File: config.mk
export PLATFORM = sky130hd
export DESIGN_NAME = ttt_game_ctrl
export DESIGN_NICKNAME = d
export VERILOG_FILES = /design/src/rtl/ttt_game_ctrl.sv
export SDC_FILE = /design/constraint.sdc
export NUM_CORES = 1
export LEC_CHECK = 0
export BUFFER_PORTS_ARGS = -buffer_cell sky130_fd_sc_hd__buf_2
export CORE_ASPECT_RATIO = 1.1
export CORE_MARGIN = 2
export CORE_UTILIZATION = 35
export DETAILED_ROUTE_END_ITERATION = 10
export GPL_TIMING_DRIVEN = 0
export PLACE_DENSITY_LB_ADDON = 0.25
export SYNTH_ARGS = -nofsm -noshare
export SYNTH_HDL_FRONTEND = slang
export SYNTH_SLANG_ARGS = --single-unit
File: constraint.sdc
create_clock -name clk -period 7 [get_ports clk]
set_input_delay 2.1 -clock clk [delete_from_list [all_inputs] [get_ports clk]]
set_output_delay 2.1 -clock clk [all_outputs]
set_load 0.05 [all_outputs]
File: src/rtl/ttt_game_ctrl.sv
// Tic-tac-toe game sequencer: owns the board, alternates turns,
// runs the per-turn timer and detects wins and draws.
module ttt_game_ctrl #(
  parameter int unsigned TURN_TIMEOUT = 500000000,
  parameter int unsigned ERR_HOLD     = 25000000
) (
  input  logic        clk,
  input  logic        rst,
  input  logic        key_valid,
  input  logic [3:0]  key_code,
  output logic [17:0] board,
  output logic        turn_o,
  output logic        in_main,
  output logic        game_over,
  output logic [1:0]  winner,
  output logic [2:0]  win_line,
  output logic [3:0]  move_count,
  output logic        err,
  output logic        timeout
);

  typedef enum logic [1:0] {
    S_MAIN,
    S_PLAY,
    S_CHECK,
    S_OVER
  } state_t;

  localparam bit LP_TMR_EN = (TURN_TIMEOUT != 0);
  localparam logic [31:0] LP_TO_LAST =
    LP_TMR_EN ? 32'(TURN_TIMEOUT - 1) : 32'd0;
  localparam logic [31:0] LP_ERR_LD = 32'(ERR_HOLD);

  // Cell triples for rows, columns, main and anti diagonal.
  localparam int unsigned LN [8][3] = '{
    '{0, 1, 2}, '{3, 4, 5}, '{6, 7, 8},
    '{0, 3, 6}, '{1, 4, 7}, '{2, 5, 8},
    '{0, 4, 8}, '{2, 4, 6}
  };

  state_t      r_state;
  logic [17:0] r_board;
  logic        r_turn;
  logic [1:0]  r_winner;
  logic [2:0]  r_wline;
  logic [3:0]  r_mc;
  logic [31:0] r_errc;
  logic        r_err;
  logic [31:0] r_tmr;
  logic        r_to;
  logic        r_in_main;
  logic        r_over;

  state_t      w_state_n;
  logic [17:0] w_board_n;
  logic        w_turn_n;
  logic [1:0]  w_winner_n;
  logic [2:0]  w_wline_n;
  logic [3:0]  w_mc_n;
  logic [31:0] w_errc_n;
  logic [31:0] w_tmr_n;
  logic        w_to_n;

  logic        w_key_start;
  logic        w_key_abort;
  logic        w_key_cell;
  logic        w_cell_occ;
  logic [1:0]  w_mark;
  logic [1:0]  w_cell [9];
  logic        w_win;
  logic [1:0]  w_win_mark;
  logic [2:0]  w_win_line;
  logic        w_tmr_exp;

  for (genvar g = 0; g < 9; g++) begin : g_cell
    assign w_cell[g] = r_board[2*g +: 2];
  end

  assign w_key_start = key_valid && (key_code == 4'd10);
  assign w_key_abort = key_valid && (key_code == 4'd11);
  assign w_key_cell  = key_valid && (key_code >= 4'd1)
                     && (key_code <= 4'd9);
  assign w_mark      = r_turn ? 2'd2 : 2'd1;
  assign w_tmr_exp   = LP_TMR_EN && (r_tmr == LP_TO_LAST);

  // Occupancy of the cell addressed by the current key.
  always_comb begin
    w_cell_occ = 1'b0;
    for (int i = 0; i < 9; i++) begin
      if (key_code == 4'(i + 1)) begin
        w_cell_occ = (w_cell[i] != 2'd0);
      end
    end
  end

  // Scan lines high to low so the lowest matching index wins.
  always_comb begin
    w_win      = 1'b0;
    w_win_mark = 2'd0;
    w_win_line = 3'd0;
    for (int l = 7; l >= 0; l--) begin
      if ((w_cell[LN[l][0]] != 2'd0)
          && (w_cell[LN[l][0]] == w_cell[LN[l][1]])
          && (w_cell[LN[l][1]] == w_cell[LN[l][2]])) begin
        w_win      = 1'b1;
        w_win_mark = w_cell[LN[l][0]];
        w_win_line = 3'(l);
      end
    end
  end

  // Next-state and next-output logic; '#' overrides everything.
  always_comb begin
    w_state_n  = r_state;
    w_board_n  = r_board;
    w_turn_n   = r_turn;
    w_winner_n = r_winner;
    w_wline_n  = r_wline;
    w_mc_n     = r_mc;
    w_tmr_n    = r_tmr;
    w_to_n     = 1'b0;
    w_errc_n   = (r_errc != 32'd0) ? r_errc - 32'd1 : 32'd0;
    if (w_key_abort) begin
      w_state_n  = S_MAIN;
      w_board_n  = 18'd0;
      w_turn_n   = 1'b1;
      w_winner_n = 2'd0;
      w_wline_n  = 3'd0;
      w_mc_n     = 4'd0;
      w_errc_n   = 32'd0;
      w_tmr_n    = 32'd0;
    end else begin
      unique case (r_state)
        S_MAIN, S_OVER: begin
          if (w_key_start) begin
            w_state_n  = S_PLAY;
            w_board_n  = 18'd0;
            w_turn_n   = 1'b1;
            w_winner_n = 2'd0;
            w_wline_n  = 3'd0;
            w_mc_n     = 4'd0;
            w_tmr_n    = 32'd0;
          end
        end
        S_PLAY: begin
          if (w_key_cell && !w_cell_occ) begin
            for (int i = 0; i < 9; i++) begin
              if (key_code == 4'(i + 1)) begin
                w_board_n[2*i +: 2] = w_mark;
              end
            end
            w_mc_n    = r_mc + 4'd1;
            w_errc_n  = 32'd0;
            w_tmr_n   = 32'd0;
            w_state_n = S_CHECK;
          end else begin
            if (w_key_cell) begin
              w_errc_n = LP_ERR_LD;
            end
            if (w_tmr_exp) begin
              w_turn_n = ~r_turn;
              w_tmr_n  = 32'd0;
              w_to_n   = 1'b1;
            end else if (LP_TMR_EN) begin
              w_tmr_n = r_tmr + 32'd1;
            end
          end
        end
        S_CHECK: begin
          if (w_win) begin
            w_state_n  = S_OVER;
            w_winner_n = w_win_mark;
            w_wline_n  = w_win_line;
          end else if (r_mc == 4'd9) begin
            w_state_n  = S_OVER;
            w_winner_n = 2'd3;
            w_wline_n  = 3'd0;
          end else begin
            w_state_n = S_PLAY;
            w_turn_n  = ~r_turn;
            w_tmr_n   = 32'd0;
          end
        end
        default: w_state_n = S_MAIN;
      endcase
    end
  end

  // State and output registers.
  always_ff @(posedge clk) begin
    if (rst) begin
      r_state   <= S_MAIN;
      r_board   <= 18'd0;
      r_turn    <= 1'b1;
      r_winner  <= 2'd0;
      r_wline   <= 3'd0;
      r_mc      <= 4'd0;
      r_errc    <= 32'd0;
      r_err     <= 1'b0;
      r_tmr     <= 32'd0;
      r_to      <= 1'b0;
      r_in_main <= 1'b1;
      r_over    <= 1'b0;
    end else begin
      r_state   <= w_state_n;
      r_board   <= w_board_n;
      r_turn    <= w_turn_n;
      r_winner  <= w_winner_n;
      r_wline   <= w_wline_n;
      r_mc      <= w_mc_n;
      r_errc    <= w_errc_n;
      r_err     <= (w_errc_n != 32'd0);
      r_tmr     <= w_tmr_n;
      r_to      <= w_to_n;
      r_in_main <= (w_state_n == S_MAIN);
      r_over    <= (w_state_n == S_OVER);
    end
  end

  assign board      = r_board;
  assign turn_o     = r_turn;
  assign in_main    = r_in_main;
  assign game_over  = r_over;
  assign winner     = r_winner;
  assign win_line   = r_wline;
  assign move_count = r_mc;
  assign err        = r_err;
  assign timeout    = r_to;

endmodule

After elaboration in Yosys (flattened, before gate mapping)
Cells that the tools add are included.

operators by class
  add/sub/neg operators = 3
  order comparisons = 2
  equal/unequal tests = 49
  multiplexer cells = 81
  bitwise gates (word level) = 2
  reduce and logical (&&, ||, !) cells = 53

operators by type and width
  kind                     number
  $mux W32                 10
  $pmux W32 S3             1
  $reduce_bool A32 Y1      2
  $mux W2                  26
  $mux W18                 2
  $pmux W18 S2             1
  $reduce_and A4 Y1        9
  $mux W3                  11
  $add A32 B1 Y32 const B  1
  $eq A2 B2 Y1             16
  $eq A32 B29 Y1 const B   1
  $sub A32 B1 Y32 const B  1
  $ne A2 B2 Y1 const B     15
  $mux W1                  23
  $reduce_bool A2 Y1       11
  $logic_and A1 B1 Y1      21
  $eq A4 B4 Y1 const B     5
  $eq A4 B3 Y1 const B     4
  $reduce_and A3 Y1        3
  $eq A4 B2 Y1 const B     2
  $mux W4                  2
  $pmux W4 S2              1
  $eq A2 B2 Y1 const B     3
  $pmux W2 S3              1
  other kinds (15)         18

storage, ports and cells
  register bits = 98
  output and inout port bits = 32
  logic and storage cells = 210

Logic depth before layout (Yosys ltp)
  depth after elaboration = 16
  depth in mapped cells = 10
  gate-level depth less buffers = 8

Least setup slack after synthesis
OpenSTA, ideal clock, no wires.

  kind = in2reg
  start point = input port key_code[1]
  end point = register r_board[12] (netlist: board[12])
  library setup time = 74 ps
  data arrival time = 3848 ps
  slack = 3077 ps
  stages = 9
  path through = buf_2 > nand2b_1 > o221ai_1 > o311ai_0 > nand3_1 > o21ai_0 > nand4_1 > clkbuf_1 > o21ai_0

between the ends
  longest elaborated chain between the ends = 14

RTL lines
  item                                line  source
  start, declared                     10    input logic [3:0] key_code,
  $eq A4 B1 Y1                        90    if (key_code == 4'(i + 1)) begin
  $mux W1 (9 in a row)                90
  $logic_not A1 Y1                    146   if (w_key_cell && !w_cell_occ) begin
  $logic_and A1 B1 Y1                 146
  $ne A2 B2 Y1 (no source line)       --
  $reduce_and A4 Y1 (no source line)  --
  end signal, assigned                206   r_board <= w_board_n;
  end, declared                       42    logic [17:0] r_board;

Several ways; a longest one is shown, not always the timed one.
A chain may end at the register's enable or synchronous reset.

Worst setup path after layout
  start point = input port key_code[1]
  end point = register r_board[9] (netlist: board[9])

Same word-level chain as after synthesis.

==> load_flow_metrics.sql <==
INSERT INTO impl_metrics (metric_group, metric, value, unit) VALUES
('global_route', 'initial_antenna_violation_count', '0', ''),
('clock_network', 'cts_max_level', '3', ''),
('clock_network', 'clock_tree.buffer_depth', '2', ''),
('floorplanning', 'core-area', '16400', 'sq um'),
('detailed_routing', 'ant_nets', '0', ''),
('finish', 'fin_area', '6580', 'sq um'),
('global_route', 'globalRoute.totalOverflow', '0', ''),
('detailed_routing', 'detail_route.iter0.violations', '419', ''),
('global_route', 'groute.usage.overall', '18.7', '%'),
('clock_network', 'hold_buf_count_cts', '0', ''),
('worst_setup_path', 'timing.critical_path.required', '7260', 'ps'),
('worst_setup_path', 'worst_stage_delay_on_the_critical_path', '510', 'ps'),
('sta', 'slew_headroom', '41.8', '%'),
('yosys', 'synth_warn', '0', ''),
('clock_network', 'clockRootBuffer', 'sky130_fd_sc_hd__clkbuf_16', ''),
('pwr', 'power.net_switching', '935', 'uW'),
('placement', 'io_buffer_count', '37', ''),
('sta', 'slew_violations', '0', ''),
('floorplanning', 'die_width', '127', 'microns'),
('worst_setup_path', 'cp_num_buf_inv', '2', ''),
('yosys', 'post_synthesis_sequential_area_ratio', '33.6', '%'),
('finish', 'drive_above_1_share', '11.3', '%'),
('detailed_routing', 'wl_met2', '7340', 'microns'),
('sta', 'setup_repair_after_global_routing_missed_its_margin', 'false', ''),
('worst_hold_path', 'hold_start', 'r_errc[0]', ''),
('detailed_routing', 'highest_signal_layer_in_the_routed_design', 'met4', ''),
('worst_setup_path', 'cp_top_family', 'compound AO/OA/AOI/OAI gates', ''),
('pwr', 'intPower', '1310', 'uW'),
('floorplanning', 'overall_die_area', '17700', 'sq um'),
('worst_setup_path', 'sequence_of_cells_on_the_critical_path', 'buf_2, nand2b_1, o221ai_1, o311ai_0, nand3_1, o21ai_0, nand4_1, clkbuf_1, o21ai_0', ''),
('worst_setup_path', 'critical_path_slowest_stage_cell', 'sky130_fd_sc_hd__o311ai_0', ''),
('clock_network', 'cts_tree', 'built', ''),
('floorplanning', 'initial_core_util', '35.7', '%'),
('finish', 'antenna_cells_inserted', '0', ''),
('placement', 'finalWeightedCongestion', '0.858', ''),
('detailed_routing', 'avgViaCountPerCell', '5.71', ''),
('sta', 'maximum_achievable_frequency', '0.235', 'GHz'),
('yosys', 'synth_flop_cell', 'sky130_fd_sc_hd__dfxtp_1', ''),
('clock_network', 'number_of_clock_buffers_inserted_by_tritoncts', '9', ''),
('finish', 'top_library_cells_by_usage_in_the_layout_fill_and_taps_aside', '107 x sky130_fd_sc_hd__nand2_1, 98 x sky130_fd_sc_hd__dfxtp_1, 66 x sky130_fd_sc_hd__nor2_1', ''),
('pwr', 'worst_ir_drop_vdd', '0.000156', 'V'),
('floorplanning', 'rows', '49', ''),
('detailed_routing', 'wirelength', '16300', 'microns'),
('yosys', 'synth-edff-count', '0', ''),
('yosys', 'syn-instance-count', '773', ''),
('pwr', 'p_per_area', '341', 'nW/um^2'),
('sta', 'totalNegativeSetupSlack', '0', 'ps'),
('yosys', 'synth-async-reset-ratio', '0', '%'),
('global_route', 'grt_pass1_wl', '27400', 'microns'),
('detailed_routing', 'drt_pass1_iterations', '6', ''),
('clock_network', 'cts.sinks', '98', ''),
('clock_network', 'worstSkewPairLatency', '360', 'ps'),
('yosys', 'yosys.cell_types.count', '71', ''),
('placement', 'dp_slack', '2420', 'ps'),
('yosys', 'netlist_area', '5840', 'sq um'),
('clock_network', 'clkTransAtPathRegs', '70', 'ps'),
('finish', 'design.final.nets', '834', ''),
('worst_setup_path', 'timing.critical_path.to_type', 'flop', ''),
('worst_setup_path', 'rrSetupSlack', '4160', 'ps'),
('worst_setup_path', 'worst-endpoint-arrival', '4520', 'ps'),
('run_status', 'status', 'complete, no violations', ''),
('pwr', 'leakagePower', '0.00237', 'uW'),
('yosys', 'synth_seq_cells', '98', ''),
('worst_setup_path', 'criticalPathCategory', 'input port to flop', ''),
('worst_setup_path', 'critical_path.startpoint_type', 'input port', ''),
('sta', 'worst-slew-pin-transition', '864', 'ps'),
('sta', 'worst_slack', '2740', 'ps'),
('pwr', 'clock_power_share', '23.1', '%'),
('detailed_routing', 'routed_length_on_met1', '8010', 'microns'),
('pwr', 'share_seq_of_total_power', '33.5', '%'),
('sta', 'hold_viol', '0', '');
## worst reg2reg max path, stage by stage, from the launching register on
cell and delay [ps]:
sky130_fd_sc_hd__dfxtp_1 310, sky130_fd_sc_hd__buf_2 180, sky130_fd_sc_hd__o211ai_1 190, sky130_fd_sc_hd__o221ai_1 170, sky130_fd_sc_hd__o311ai_0 510, sky130_fd_sc_hd__nand3_1 230, sky130_fd_sc_hd__o21ai_0 330, sky130_fd_sc_hd__nand4_1 280
sky130_fd_sc_hd__clkbuf_1 300, sky130_fd_sc_hd__o21ai_0 260
## path summary, 6_finish.rpt
kind                            cells past startpoint   endpoint
worst min-delay path                                1  r_errc[0]
worst min register to register                      1  r_errc[0]
worst max register to register                      9   board[9]
worst max-delay path                                9   board[9]
## power by group through the flow
stage | Combinational [uW] | Sequential, uW | Clock [uW]
after global placement | 963 | 763 | 0
after CTS | 971 | 751 | 533
after detailed placement | 965 | 763 | 0
after floorplan | 753 | 759 | 0
after global routing | 1090 | 767 | 553
final | 975 | 753 | 519
## stage by stage
| step | instances | hold WS (ps) | util [%] |
|---|---|---|---|
| floorplan | 773 | 422 | - |
| global placement | 1014 | 440 | 38.4 |
| detailed placement | 1014 | 451 | 38.4 |
| CTS | 1030 | 467 | 40.2 |
| global route | 1030 | 500 | 40.2 |
| finish | 1030 | 459 | 40.2 |
## synth_stat cells (all sizes together) (3+ instances only)
master   number  area, sq um
a211o         3         26.3
a21oi        58          290
a31oi         3         25.0
a32o          3         30.0
and2          3         18.8
and3         15         93.8
and4          4         35.0
buf          20          106
clkbuf       24         90.1
dfxtp        98         1960
ha            6         75.1
inv          14         52.6
mux2i         4         40.0
nand2       107          402
nand2b       12         82.6
nand3        50          255
nand3b        6         45.0
nand4        16          100
nand4b        7         61.3
nor2         66          248
nor2b         9         56.3
nor3         29          145
nor4         12         93.8
nor4b         6         73.8
o2111ai       6         65.1
o211ai        5         37.5
o21a          4         30.0
o21ai        38          190
o21ba         3         30.0
o21bai        5         37.5
o22ai        23          144
o311ai        4         35.0
o31ai         6         45.0
o41ai         5         51.3
or2           8         50.1
or3          35          219
or4           4         30.0
or4b          4         40.0
xnor2        16          140
xor2          9         78.8
## flip-flops by register name, summed over array words and instances, names as in the netlist
| name | count |
|---|---|
| board | 18 |
| game_over | 1 |
| r_errc | 32 |
| err | 1 |
| move_count | 4 |
| r_tmr | 32 |
| timeout | 1 |
| in_main | 1 |
| turn_o | 1 |
| r_state | 2 |
| winner | 2 |
| win_line | 3 |
## metal layers
metal	track usage, %	vias up
met2	29.2	145
met5	0	-
li1	-	2948
met3	2.58	24
met1	26.4	2763
met4	6.88	0
## kinds of logic (layout without fill, tap and decap cells)
| group | Yosys count | count (layout) | share of synthesized area, % |
|---|---|---|---|
| AO/OA/AOI/OAI | 186 | 186 | 20.9 |
| XOR/XNOR | 25 | 25 | 3.75 |
| adder cells (fa/ha/maj) | 6 | 6 | 1.29 |
| buffers and inverters | 58 | 111 | 4.26 |
| flip-flops | 98 | 98 | 33.6 |
| multiplexers | 4 | 4 | 0.686 |
| AND/OR/NAND/NOR | 396 | 396 | 35.5 |
## cell type report
| class | count | area, sq um |
|---|---|---|
| Buffer | 44 | 196 |
| Clock buffer | 11 | 243 |
| Clock inverter | 5 | 60.1 |
| Fill cell | 1697 | 9790 |
| Inverter | 14 | 52.6 |
| Multi-Input combinational cell | 617 | 3630 |
| Sequential cell | 98 | 1960 |
| Tap cell | 204 | 255 |
| Timing Repair Buffer | 37 | 185 |
No activity file was read; power rests on OpenSTA's default activity.
